**config.mk**
```make
export PLATFORM = sky130hd
export DESIGN_NAME = branch_pred_unit
export DESIGN_NICKNAME = d
export VERILOG_FILES = /design/src/rtl/branch_pred_unit.sv
export SDC_FILE = /design/constraint.sdc
export NUM_CORES = 1
export LEC_CHECK = 0
export CORE_ASPECT_RATIO = 1.4
export CORE_MARGIN = 8
export CORE_UTILIZATION = 55
export DETAILED_ROUTE_END_ITERATION = 12
export DONT_BUFFER_PORTS = 1
export PLACE_DENSITY = 0.77
export SLEW_MARGIN = 20
export SYNTH_ARGS = -nofsm -noshare
export SYNTH_HDL_FRONTEND = slang
export SYNTH_SLANG_ARGS = --single-unit
```
**constraint.sdc**
```tcl
create_clock -name clk -period 3.3 [get_ports clk]
set_clock_uncertainty 0.2 [all_clocks]
set_input_delay 0.66 -clock clk [delete_from_list [all_inputs] [get_ports clk]]
set_output_delay 0.66 -clock clk [all_outputs]
set_load 0.02 [all_outputs]
```
**src/rtl/branch_pred_unit.sv**
```systemverilog
`default_nettype none
// ============================================================================
// branch_pred_unit : EX-stage branch resolver with an IF-stage bimodal BHT.
// Optional feature macro BRU_STATS_EN adds branch/miss counters.  Rev 1.0
// ============================================================================
module branch_pred_unit #(
  parameter int IDX_W  = 6,
  parameter int CNT_W  = 2,
  parameter int STAT_W = 32
) (
  input  logic              clk,
  input  logic              rst_n,
  input  logic [31:0]       pred_pc,
  output logic              pred_taken,
  input  logic              res_valid,
  input  logic [31:0]       res_pc,
  input  logic [2:0]        res_branch,
  input  logic              res_less,
  input  logic              res_zero,
  input  logic              res_pred_taken,
  output logic              pc_a_src,
  output logic              pc_b_src,
  output logic              mispredict
`ifdef BRU_STATS_EN
  ,
  output logic [STAT_W-1:0] stat_branches,
  output logic [STAT_W-1:0] stat_misses
`endif
);

  localparam int               c_entries  = 2**IDX_W;
  localparam logic [CNT_W-1:0] c_cnt_max  = '1;
  localparam logic [CNT_W-1:0] c_cnt_one  = CNT_W'(1);
  localparam logic [CNT_W-1:0] c_cnt_init = {1'b0, {(CNT_W-1){1'b1}}};

  logic [CNT_W-1:0] r_bht [c_entries];
  logic             r_mispredict;
  logic [IDX_W-1:0] w_pred_idx;
  logic [IDX_W-1:0] w_res_idx;
  logic             w_taken;
  logic             w_cond;
  logic             w_miss;
  logic             unused_pc_bits;

  assign w_pred_idx = pred_pc[IDX_W+1:2];
  assign w_res_idx  = res_pc[IDX_W+1:2];
  assign unused_pc_bits = ^{pred_pc[31:IDX_W+2], pred_pc[1:0],
                            res_pc[31:IDX_W+2], res_pc[1:0]};

  // Lookup reads the array before any same-cycle write lands.
  assign pred_taken = r_bht[w_pred_idx][CNT_W-1];

  always_comb begin
    w_taken = 1'b0;
    case (res_branch[1:0])
      2'b00:   w_taken = res_zero;
      2'b01:   w_taken = ~res_zero;
      2'b10:   w_taken = res_less;
      2'b11:   w_taken = ~res_less;
      default: w_taken = 1'b0;
    endcase
  end

  // Selects follow res_branch even when res_valid is low.
  always_comb begin
    pc_a_src = 1'b0;
    pc_b_src = 1'b0;
    case (res_branch)
      3'b001: pc_a_src = 1'b1;
      3'b010: begin
        pc_a_src = 1'b1;
        pc_b_src = 1'b1;
      end
      3'b100, 3'b101, 3'b110, 3'b111: pc_a_src = w_taken;
      default: begin
        pc_a_src = 1'b0;
        pc_b_src = 1'b0;
      end
    endcase
  end

  assign w_cond = res_valid & res_branch[2];
  assign w_miss = w_cond & (w_taken != res_pred_taken);

  always_ff @(posedge clk or negedge rst_n) begin
    if (!rst_n) begin
      for (int i = 0; i < c_entries; i++) begin
        r_bht[i] <= c_cnt_init;
      end
    end else if (w_cond) begin
      if (w_taken) begin
        if (r_bht[w_res_idx] != c_cnt_max) r_bht[w_res_idx] <= r_bht[w_res_idx] + c_cnt_one;
      end else begin
        if (r_bht[w_res_idx] != '0) r_bht[w_res_idx] <= r_bht[w_res_idx] - c_cnt_one;
      end
    end
  end

  always_ff @(posedge clk or negedge rst_n) begin
    if (!rst_n) r_mispredict <= 1'b0;
    else        r_mispredict <= w_miss;
  end

  assign mispredict = r_mispredict;

`ifdef BRU_STATS_EN
  logic [STAT_W-1:0] r_stat_branches;
  logic [STAT_W-1:0] r_stat_misses;

  always_ff @(posedge clk or negedge rst_n) begin
    if (!rst_n) begin
      r_stat_branches <= '0;
      r_stat_misses   <= '0;
    end else begin
      if (w_cond) r_stat_branches <= r_stat_branches + STAT_W'(1);
      if (w_miss) r_stat_misses   <= r_stat_misses + STAT_W'(1);
    end
  end

  assign stat_branches = r_stat_branches;
  assign stat_misses   = r_stat_misses;
`endif

endmodule
`default_nettype wire

```
==> results.md, run 1 <==
Yosys:
- The top cell type by area accounts for 22.3% of the synthesized area.
- The synthesized instance count is 586.
- The most common cell in the synthesized netlist is mux2_2.
- The synthesized area divided by synthesized cell count is 12.9 sq um.
- The commonest cells after synthesis are mux2_2 (95), dfrtp_1 (65), dfstp_2 (64), mux2i_1 (38), mux2_1 (34).
- Counting flops and latches in the post-synthesis netlist gives 129.
- The mapped netlist covers between 7000 and 8000 sq um.
- Yosys mapped a number of flops with a built-in enable equal to 0.
- The dominant synthesized flop cell is dfrtp_1.
- The Yosys step of the flow raised 0 warnings.
- The post-synth net total is 661.
- By area the synthesized netlist is led by dfstp_2 (22%), dfrtp_1 (22%), mux2_2 (14%).
- The netlist uses 66 different library cells.
- Of the synthesized area, sequential elements account for between 40% and 50%.
- Of all flip-flops after synthesis, the portion carrying an async set or reset was between 90% and 100%.
- The top cell type by total area after synthesis is dfstp_2.

Clock network:
- At the later pin of the worst-skew pair, clock insertion delay measures about 440 ps.
- Counting along the longest clock path gives a buffer depth of 2.
- The CTS tree is yes.
- TritonCTS created 17 clock buffers.
- After clock tree synthesis, the clock-pin slew on the worst setup and hold paths is 60 ps.
- The number of sinks handled by clock tree synthesis is around 130.
- The master cell of the clock root buffer is clkbuf_16.
- The H-tree generated during clock tree synthesis spans 4 levels.

Run status:
- The final reports fail on hold timing, setup timing.
- The flow ran to the end, but the final reports show violations.

Worst setup path:
- The launch point of the worst reg-to-reg path is r_bht[125].
- For the worst flop-to-flop path, the logic depth is 12.
- The arrival time at the worst endpoint is 3900 ps.
- The most critical setup path has its endpoint at r_bht[105].
- The worst setup path is of the flip-flop to flip-flop kind.
- STA classifies the critical path endpoint as a flip-flop.
- The required time of the critical path is about 3400 ps.
- The sort of element at the start of the critical path is a flip-flop.
- Of all nets on the critical path, the largest fanout is 14.
- The reg-to-reg critical path endpoint is r_bht[105].
- The worst-case register-to-register setup slack is -490 ps.
- The critical path starts at r_bht[125].

Power and ir drop:
- In this run the static leakage power is 0.00416 uW.
- The peak ir drop on the vdd network is 0.287 mV.
- The total power density per cell area is 478 nW/um^2.

Placement:
- The count of input and output buffers is 0.
- The wire-length estimate of the detail-placed layout is 14800 um.
- At the placement stage, the worst setup path has a slack of -881 ps.
- The routability congestion estimate from global placement is 0.943.
- The number of placed instances, taps included, is 807.

Routing:
- In this run, the number of DRC markers left after iteration 0 of detailed routing was 658.
- The count of unresolved DRC violations after routing is 0.
- The detail route stage leaves a number of antenna-violating nets equal to 0.
- The ratio of routed vias to standard cells is about 6.8.
- The total iterations of the first detailed-routing run is 5.
- The number of vias in the routed layout is 5785.
- After detailed routing, the average wire length per cell comes to between 20 and 30 um.
- The final layout contains routed wiring with a total length of 23200 um.

Die:
- During I/O placement, the number of pins put on the boundary was 77.
- The die is 115 um wide.
- The core region is 13400 sq um.
- The initial utilization of the core area, before any placement, comes to 56.4%.
- The floorplan has 50 rows.
- The overall die area is 17800 sq um.
- The die boundary height is 155 um.

STA:
- In this run the tightest slew margin relative to its limit is 53.6%.
- Timing would allow up to 0.264 GHz.
- Setup repair after global routing could not meet its margin everywhere.
- For the pin with the worst max-slew slack, the measured transition is 694 ps.
- The final count of negative-setup-slack endpoints is 129.
- The total count of hold-check failures in the final report is 129.
- The final critical path takes up 115% of the cycle.
- The smallest setup slack after layout is -489 ps.
- The minimum clock period is 3790 ps.
- The hold slack is -278 ps.
- The max-slew violation count is 0.

Run:
- Across the run, the number of max-cap violations was 0.

Cells and area:
- Compared with the post-synthesis result, the final layout area differs by 27.4%.
- The layout has 852 filler cells.
- The footprint of the flip-flops and latches is 3310 sq um.
- The multi-input combinational cells in the finished layout cover a total of 4600 sq um.
- Leaving out filler cells and counting taps, the final layout contains 856.
- The fraction of final layout cells with drive strength greater than 1 is 64.1%.
- The number of antenna diodes in the final layout is 0.
- At the end of the flow, the number of nets in the layout was 736.
- The share of the core filled with cells is 71.9%.

Global routing:
- The global-route wire length before repair is 36200 um.
- The all-layer global routing usage is between 20% and 30%.
- Entering global routing, the biggest net connects 130 pins.
- The number of antenna violations at the first check in global routing is 0.
- For this run the aggregate overflow at the end of global routing stands at 0.
- The number of global-route vias before repair is approximately 6300.

Min path:
- The worst hold path class is input port to asynchronous set/reset pin.
==> per-stage QoR <==
step	total power (uW)	TNS (ps)	area [sq um]
floorplan	2460	-62070	7860
global placement	2660	-83270	8420
detailed placement	2700	-90080	8420
CTS	4550	-29200	9560
global route	4730	-58570	9620
finish	4600	-48230	9620
==> worst min path at each step <==
stage                             to  slack [ps]  cells after the start
after CTS                   r_bht[9]        -280                      0
after global placement      r_bht[1]         170                      0
after detailed placement    r_bht[9]         170                      0
after global routing        r_bht[1]        -290                      0
after floorplan           mispredict         160                      0
final                       r_bht[9]        -280                      0
==> power by group <==
part	switching, uW	internal [uW]
logic	410	477
registers	115	1810
clock network	811	979
==> cell families after synthesis <==
logic type / count (synthesis) / share of synthesized area, %
AO/OA/AOI/OAI: 63 / 7.04
XOR/XNOR: 4 / 0.663
adder cells (fa/ha/maj): 2 / 0.331
buffers and inverters: 56 / 5.00
flip-flops: 129 / 43.8
multiplexers: 195 / 32.1
AND/OR/NAND/NOR: 137 / 11.0
==> layout make-up <==
class | instances | area share [%]
Clock buffer | 17 | 4.42
Clock inverter | 15 | 1.30
Inverter | 6 | 0.234
Multi-Input combinational cell | 402 | 47.8
Sequential cell | 129 | 34.4
Tap cell | 182 | 2.37
Timing Repair Buffer | 105 | 9.49
==> routing by layer <==
metal | global-route usage (%) | wire, um | share of wire, % | vias to the layer above
met2 | 43.9 | 11700 | 50 | 347
met3 | 6.08 | 1750 | 7.6 | 128
met5 | 0 | 0 | 0 | -
li1 | - | - | - | 2368
met4 | 18.0 | 1480 | 6.4 | 0
met1 | 30.5 | 8270 | 36 | 2942
==> placed cells by master (no fill, tap or decap), types with 17 or more instances in the layout <==
| cell | count |
|---|---|
| buf_4 | 88 |
| dfrtp_1 | 65 |
| dfstp_2 | 64 |
| mux2_2 | 62 |
| mux2_4 | 61 |
| mux2i_1 | 38 |
| mux4_2 | 22 |
| nand2_1 | 17 |
| clkbuf_16 | 17 |
==> critical path, stage by stage (launching register included) <==
cell and delay [ps]:
dfrtp_1 390, mux2_4 270, a221o_1 320, a222oi_1 410, nor2b_1 160, nand4b_1 210, ha_2 210, or2_4 270
a211o_4 380, a21oi_4 190, buf_12 190, nand3_2 140, mux2_4 330
==> repair_timing <==
item,CTS,global route
gates resized for setup,96,14
endpoints found under the setup margin,129,129
pin swaps,27,10
gates cloned,2,0
buffers inserted,14,4
endpoints found under the hold margin,129,129
Note: power is estimated with default switching activity, not from simulation.
==> run 2, diff against run 1 <==
Clock period 3.3 ns to 3.2 ns, I/O delays scaled along.
==> run 2 against run 1 <==
- the run still ends with hold timing, setup timing left
- register-to-register slack got worse by 130 ps
- sequential share of layout area fell by 1.3 points
- clock-buffer cell count rose by 1
- routed wire length rose by 11%
- non-clock buffer count rose by 13
- first-iteration DRC count rose by 21%
- global-route usage rose by 1.2 points
- die area did not move
- worst hold slack got worse by 6.1 ps
- critical path type unchanged
- largest cell class unchanged
- highest routed layer unchanged
==> results.md, run 2 (synthesized netlist as in run 1, its figures left out) <==
Run status:
- The run finished, with violations left.
- The final reports fail on hold timing, setup timing.

Routing:
- The ratio of routed vias to standard cells is 6.98.
- The number of DRC violations after detailed-routing iteration 0 is just under 800.
- In the final routed layout, each cell accounts on average for 29.7 um.
- In this run the remaining antenna-violating nets after routing total 0.
- The first detailed-routing pass took 6 iterations.
- After detailed routing, the total wire length is around 26000 um.
- The count of unresolved DRC violations after routing is 0.
- Across all layers, the routed design uses just over 6000 vias.

Cells and area:
- Relative to the synthesized area, the layout overhead comes to 32.3%.
- The repair_antennas step left the layout with diodes totalling 0.
- At the end of the flow, the number of nets in the layout was ~750.
- The fraction of final layout cells with drive strength greater than 1 is 66.8%.
- Leaving out fill and tap cells, the most frequent cell in the layout is buf_4.
- Leaving out fill and tap cells, the most frequent cells in the layout are buf_4 (92), mux2_4 (79), dfrtp_1 (65).
- The final instance count without filler cells is slightly below 900.

Worst setup path:
- The critical path start-end classification is flip-flop to flip-flop.
- The logic depth of the worst register-to-register path is 12.
- The reg-to-reg critical path endpoint is r_bht[35].
- The worst-case register-to-register setup slack is -620 ps.
- The worst setup path is captured at a flip-flop.
- The sort of element at the start of the critical path is a flip-flop.
- Data arrives at the worst endpoint at slightly below 4000 ps.
- The launch point of the worst reg-to-reg path is r_bht[15].
- The required time of the critical path is 3300 ps.
- The maximum fanout count along the critical path is 7.

Clock network:
- The number of sinks handled by clock tree synthesis is 129.
- After clock tree synthesis, the clock-pin slew on the worst setup and hold paths is 60 ps.
- The master cell of the clock root buffer is clkbuf_16.
- The CTS tree is yes.
- The total number of H-tree levels is 4.
- The insertion delay of the later-clocked pin in the worst-skew pair is approximately 420 ps.
- The maximum count of clock buffers along a single path is 2.
- In this run, CTS created clock tree buffers numbering 17.

Power and ir drop:
- The leakage power of the design is around 0.0043 uW.
- The net switching share of the total power is 28.1%.
- Power spread over the standard cell area amounts to between 400 and 500 nW/um^2.
- The net load switching power is 1400 uW.
- The peak ir drop on the vdd network is 0.287 mV.
- The clock power share is around two fifths.
- The combinational share of power is around a fifth.
- The post-layout total power is 4980 uW.
- The sequential cell fraction of total power is 40.1%.
- The internal portion of the total power is 3580 uW.

STA:
- The highest attainable clock frequency is 0.262 GHz.
- The total count of hold-check failures in the final report is 129.
- The share of the cycle needed by the critical path after routing is 119%.
- The worst slew slack as a fraction of its limit is 54.1%.
- Hold timing on the final database bottoms out at a slack of -284 ps.
- The smallest setup slack after layout is -616 ps.
- The final count of negative-setup-slack endpoints is ~130.
- The max-slew violation count is 0.
- For the pin with the worst max-slew slack, the measured transition is 687 ps.
- Setup repair after global routing could not meet its margin everywhere.
- The minimum clock period is ~3800 ps.
- The post-route setup TNS is -61810 ps.

Placement:
- The placed instance count is 815.
- Timing analysis after detailed placement gives a worst setup slack of -967 ps.
- The routability congestion estimate from global placement is slightly below 1.
- Input and output buffers added on the ports amount to 0.
- Summed over all nets, the half-perimeter wirelength after detailed placement is 15700 um.

Global routing:
- The number of global-route vias before repair is 6343.
- The all-layer global routing usage is around 28%.
- The number of antenna violations at the first check in global routing was 0.
- The global-route wire length before repair is 37300 um.
- The total grt overflow is 0.
- The pin count of the biggest net entering global routing is 130.

Die:
- between 70 and 80 I/O pins were placed.
- The floorplan step defined a die boundary enclosing 17800 sq um.
- The die boundary height is 155 um.
- The floorplan has 50 rows.
- The core box area is 13400 sq um.
- The floorplan step set the die width to 115 um.
- The starting density of the core is 56.4%.

Run:
- The tool flagged a number of max-cap violations equal to 0.

Min path:
- In this run the worst hold path is classified as input port to asynchronous set/reset pin.
[run 2: cell count changes in the layout (fill, tap and decap cells not counted), sizes merged]
cell / delta
clkinvlp: -2
buf: +12
clkinv: +2
inv: -3
clkbuf: +2
bufinv: +2
[run 2: power groups by stage]
stage | combinational [uW] | sequential (uW) | clock, uW
6_report | 1000 | 2000 | 1980
3_3_place_gp | 785 | 1990 | 0
3_5_place_dp | 810 | 2000 | 0
2_1_floorplan | 575 | 1960 | 0
4_1_cts | 907 | 1980 | 1980
5_1_grt | 1040 | 2010 | 2060
[run 2: cell type report]
| class | instances | area (sq um) |
|---|---|---|
| fill | 748 | 3400 |
| multi-input combinational | 402 | 4780 |
| inverter | 6 | 22.5 |
| tap | 182 | 228 |
| sequential | 129 | 3310 |
| timing repair buffer | 118 | 1060 |
| clock buffer | 18 | 439 |
| clock inverter | 14 | 155 |
[run 2: worst max path at each step]
stage	to	startpoint	slack, ps	cells past startpoint
4_1_cts	r_bht[29]	r_bht[125]	-430	12
2_1_floorplan	r_bht[63]	res_pc[4]	-700	15
5_1_grt	r_bht[29]	r_bht[15]	-710	14
3_5_place_dp	r_bht[29]	res_pc[2]	-970	14
3_3_place_gp	r_bht[29]	res_pc[2]	-890	14
6_report	r_bht[35]	r_bht[15]	-620	12
[run 2: stage by stage]
stage	area [sq um]	util, %
global placement	8480	63.3
CTS	9620	71.8
global route	9990	74.6
detailed placement	8480	63.3
floorplan	7860	-
finish	9990	74.6
[run 2: timing repair]
action / 4_1_cts / 5_1_grt
endpoints found under the setup margin: 129 / 129
resized for setup: 97 / 55
gates cloned: 2 / 1
hold endpoints to repair: 129 / 129
pin swaps: 15 / 18
setup buffers: 11 / 14
[run 2: metal layers]
layer,wire (um),GRT usage (%)
met4,1820,21.2
met1,8890,30.6
met5,0,0
met3,2130,6.66
met2,13000,45.9
[run 2: worst max-delay path, cell delays in order (launching register included)]
cell	delay [ps]
dfrtp_1	400
mux2i_1	270
o21ai_0	200
a221o_1	400
a32oi_1	310
nand4b_1	150
ha_2	210
or2_4	270
a211o_4	380
a21oi_4	240
clkbuf_16	240
nand3_4	130
mux2_2	290
==> run 3, diff against run 2 <==
Settings changed: CORE_ASPECT_RATIO 1.4 to not set, SLEW_MARGIN 20 to not set.
==> run 3 against run 2 <==
- the run still ends with hold timing, setup timing left
- combinational power is 12% lower
- global-route usage decreased by 2.5 points
- non-clock buffer count fell by 25
- die area down 0.30%
- sequential cell count is the same
- worst hold slack worse by 3.4 ps
- power up 0.67%
- critical endpoint is now r_bht[47]
- largest power group is now the clock network
==> results.md, run 3 (synthesized netlist as in run 1, its figures left out) <==
Run status:
- The flow ran to the end, but the final reports show violations.
- The checks that failed: hold timing, setup timing.

Cells and area:
- The final instance count without filler cells is between 800 and 900.
- Summing all multi-input logic gate instances after layout gives 4540 sq um.
- The final layout contains 724 nets.
- The number of fillers in the final layout is slightly above 900.
- For this run, the share of the core covered by cells in the final layout is around 70%.
- The footprint of the flip-flops and latches is 3310 sq um.
- The layout overhead on the synthesized area is 26.4%.
- In the layout the commonest cells are buf_4 (78), mux2_4 (65), dfrtp_1 (65).
- The post-route netlist has 64.0% of its cells at a drive strength greater than 1.
- The repair_antennas step left the layout with diodes totalling 0.
- The leading cell type in the layout, fill and taps excluded is buf_4.

STA:
- The max-slew violation count came to 0.
- After layout, the worst path uses 115% of the clock period.
- Timing would allow up to around 0.27 GHz.
- The actual slew at the worst max-slew pin is 679 ps.
- Measured against its own limit, the worst slew margin works out to 54.6%.
- The minimum clock period is 3670 ps.
- Setup violations remaining at the end of the flow were counted as 128.
- On the final layout, the worst hold slack is -288 ps.
- The total count of hold-check failures in the final report is roughly 130.
- Setup repair after global routing could not meet its margin everywhere.
- Setup slack on the critical path of the routed design comes to -468 ps.

Die:
- For this configuration, the core starts out at a cell density of between 50% and 60%.
- The core box area is ~14000 sq um.
- The floorplan row count is 43.
- Measured along the y axis, the die boundary spans 133 um.
- In this run the horizontal extent of the chip is 133 um.
- The overall die area is 17700 sq um.
- The I/O pin total is 77.

Clock network:
- The clock buffer count from CTS is 17.
- The maximum count of clock buffers along a single path is 2.
- The clock net in this run drives a total of ~130 sinks.
- The clock slew at the register clock pins of the worst setup and hold paths is approximately 60 ps.
- The total number of H-tree levels is 4.
- The master cell of the clock root buffer is clkbuf_16.
- TritonCTS built the clock tree.
- Clock latency on the worst-skew pair, taken at its later pin, is 430 ps.

Global routing:
- The all-layer global routing usage is 25.5%.
- The first global-routing pass estimated 34500 um of wire.
- The number of global-route vias before repair was 5861.
- The number of antenna violations at the first check in global routing is 0.
- Summed over all layers, the global routing overflow is 0.
- Entering global routing, the biggest net connects 130 pins.

Worst setup path:
- Following the worst setup path forward leads to its endpoint at r_bht[47].
- The critical path is of the flip-flop to flip-flop type.
- The maximum fanout count along the critical path is 14.
- Counting cells, the worst reg-to-reg path comes to 12.
- The required time of the critical path is approximately 3300 ps.
- The sort of element at the start of the critical path is a flip-flop.
- Data arrives at the worst endpoint at 3780 ps.
- STA classifies the critical path endpoint as a flip-flop.
- The launch point of the worst reg-to-reg path is r_bht[125].
- The reg-to-reg critical path endpoint is r_bht[47].
- Tracing the worst setup path back leads to its startpoint at r_bht[125].
- In this run the register-to-register setup slack is -470 ps.

Placement:
- The post-detailed-placement half-perimeter wirelength is 14600 um.
- The placed instance count is ~800.
- The congestion estimate from routability-driven global placement came to approximately 0.92.
- During placement, the flow inserted port buffers numbering 0.

Routing:
- The count of unresolved DRC violations after routing is 0.
- The routed layout has 5491 vias.
- Before antenna repair, the detailed router went through 5 iterations.
- The wire length reported by the detailed router is between 20000 and 25000 um.
- The detailed router finished its first iteration with about 470 violations.
- In the final routed layout, each cell accounts on average for 25.9 um.
- Using the TritonRoute via totals, the vias-per-cell ratio works out to 6.52.
- The count of nets left with antenna violations after detail routing is 0.

Power and ir drop:
- Across the VDD grid, the largest voltage drop is 0.414 mV.
- The leakage power of the design is about 0.0041 uW.
- Net switching is 24.5% of the power.
- The internal power of the cells totals 3780 uW.
- The clock power share is 42.8%.
- For this design the total switching power over the nets is 1230 uW.
- The combinational share of power is between 10% and 20%.
- For this design the ratio of total power to cell area is 525 nW/um^2.
- Sequential cells account for 39.5% of the total power.

Run:
- The number of maximum-capacitance violations is 0.

Min path:
- The worst hold path class is input port to asynchronous set/reset pin.
==> run 3: cell count changes in the layout (fill, tap and decap cells not counted), sizes merged <==
cell,before,now
buf,117,93
bufinv,2,5
clkbuf,19,22
clkinv,6,3
inv,10,6
==> run 3: metal layers <==
metal | global-route usage (%) | wire (um) | part of all wire [%]
met3 | 6.63 | 1430 | 6.6
met2 | 40.8 | 10700 | 49
met1 | 31.3 | 8920 | 41
met5 | 0 | 0 | 0
met4 | 13.0 | 808 | 3.7
==> run 3: critical path: stages (launching register included) <==
cell	delay, ps
dfrtp_1	390
mux2_4	270
a221o_1	310
a222oi_1	340
nor2b_1	160
nand4b_1	210
ha_2	210
or2_4	270
a211o_4	380
a21oi_4	180
buf_12	180
nand3_2	120
mux2_4	330
==> run 3: worst min path at each step <==
stage,endpoint,slack [ps],cells after the start
after floorplan,mispredict,140,0
after global placement,r_bht[7],150,0
after detailed placement,r_bht[15],150,0
after CTS,r_bht[21],-310,0
after global routing,r_bht[31],-310,0
final,mispredict,-290,0
==> run 3: through the flow <==
| step | worst slack (ps) | TNS [ps] | area (sq um) | power, uW |
|---|---|---|---|---|
| 6_report | -468 | -46330 | 9550 | 5010 |
| 5_1_grt | -512 | -53210 | 9550 | 5160 |
| 4_1_cts | -435 | -42560 | 9460 | 5000 |
| 3_5_place_dp | -744 | -79620 | 8420 | 2780 |
| 3_3_place_gp | -628 | -69690 | 8420 | 2750 |
| 2_1_floorplan | -699 | -72310 | 7860 | 2540 |
==> run 3: final cells by class <==
cell class              instances  area share [%]
clock buffers                  22            4.97
clock inverters                10            1.89
inverters                       6           0.236
multi-input cells             402            47.5
flip-flops and latches        129            34.7
well taps                     180            2.36
repair buffers                 93            8.36
==> run 3: power by group through the flow <==
stage	Sequential, uW	Clock [uW]	Combinational (uW)
2_1_floorplan	1960	0	575
3_3_place_gp	1990	0	765
3_5_place_dp	2000	0	782
4_1_cts	1980	2160	855
5_1_grt	2000	2230	933
6_report	1980	2150	884
==> run 3: what timing repair did <==
item,in CTS,in global routing
pin swaps,18,3
setup endpoints to repair,129,129
endpoints found under the hold margin,129,129
gates resized for setup,76,16
setup buffers,4,2
gates cloned,1,0
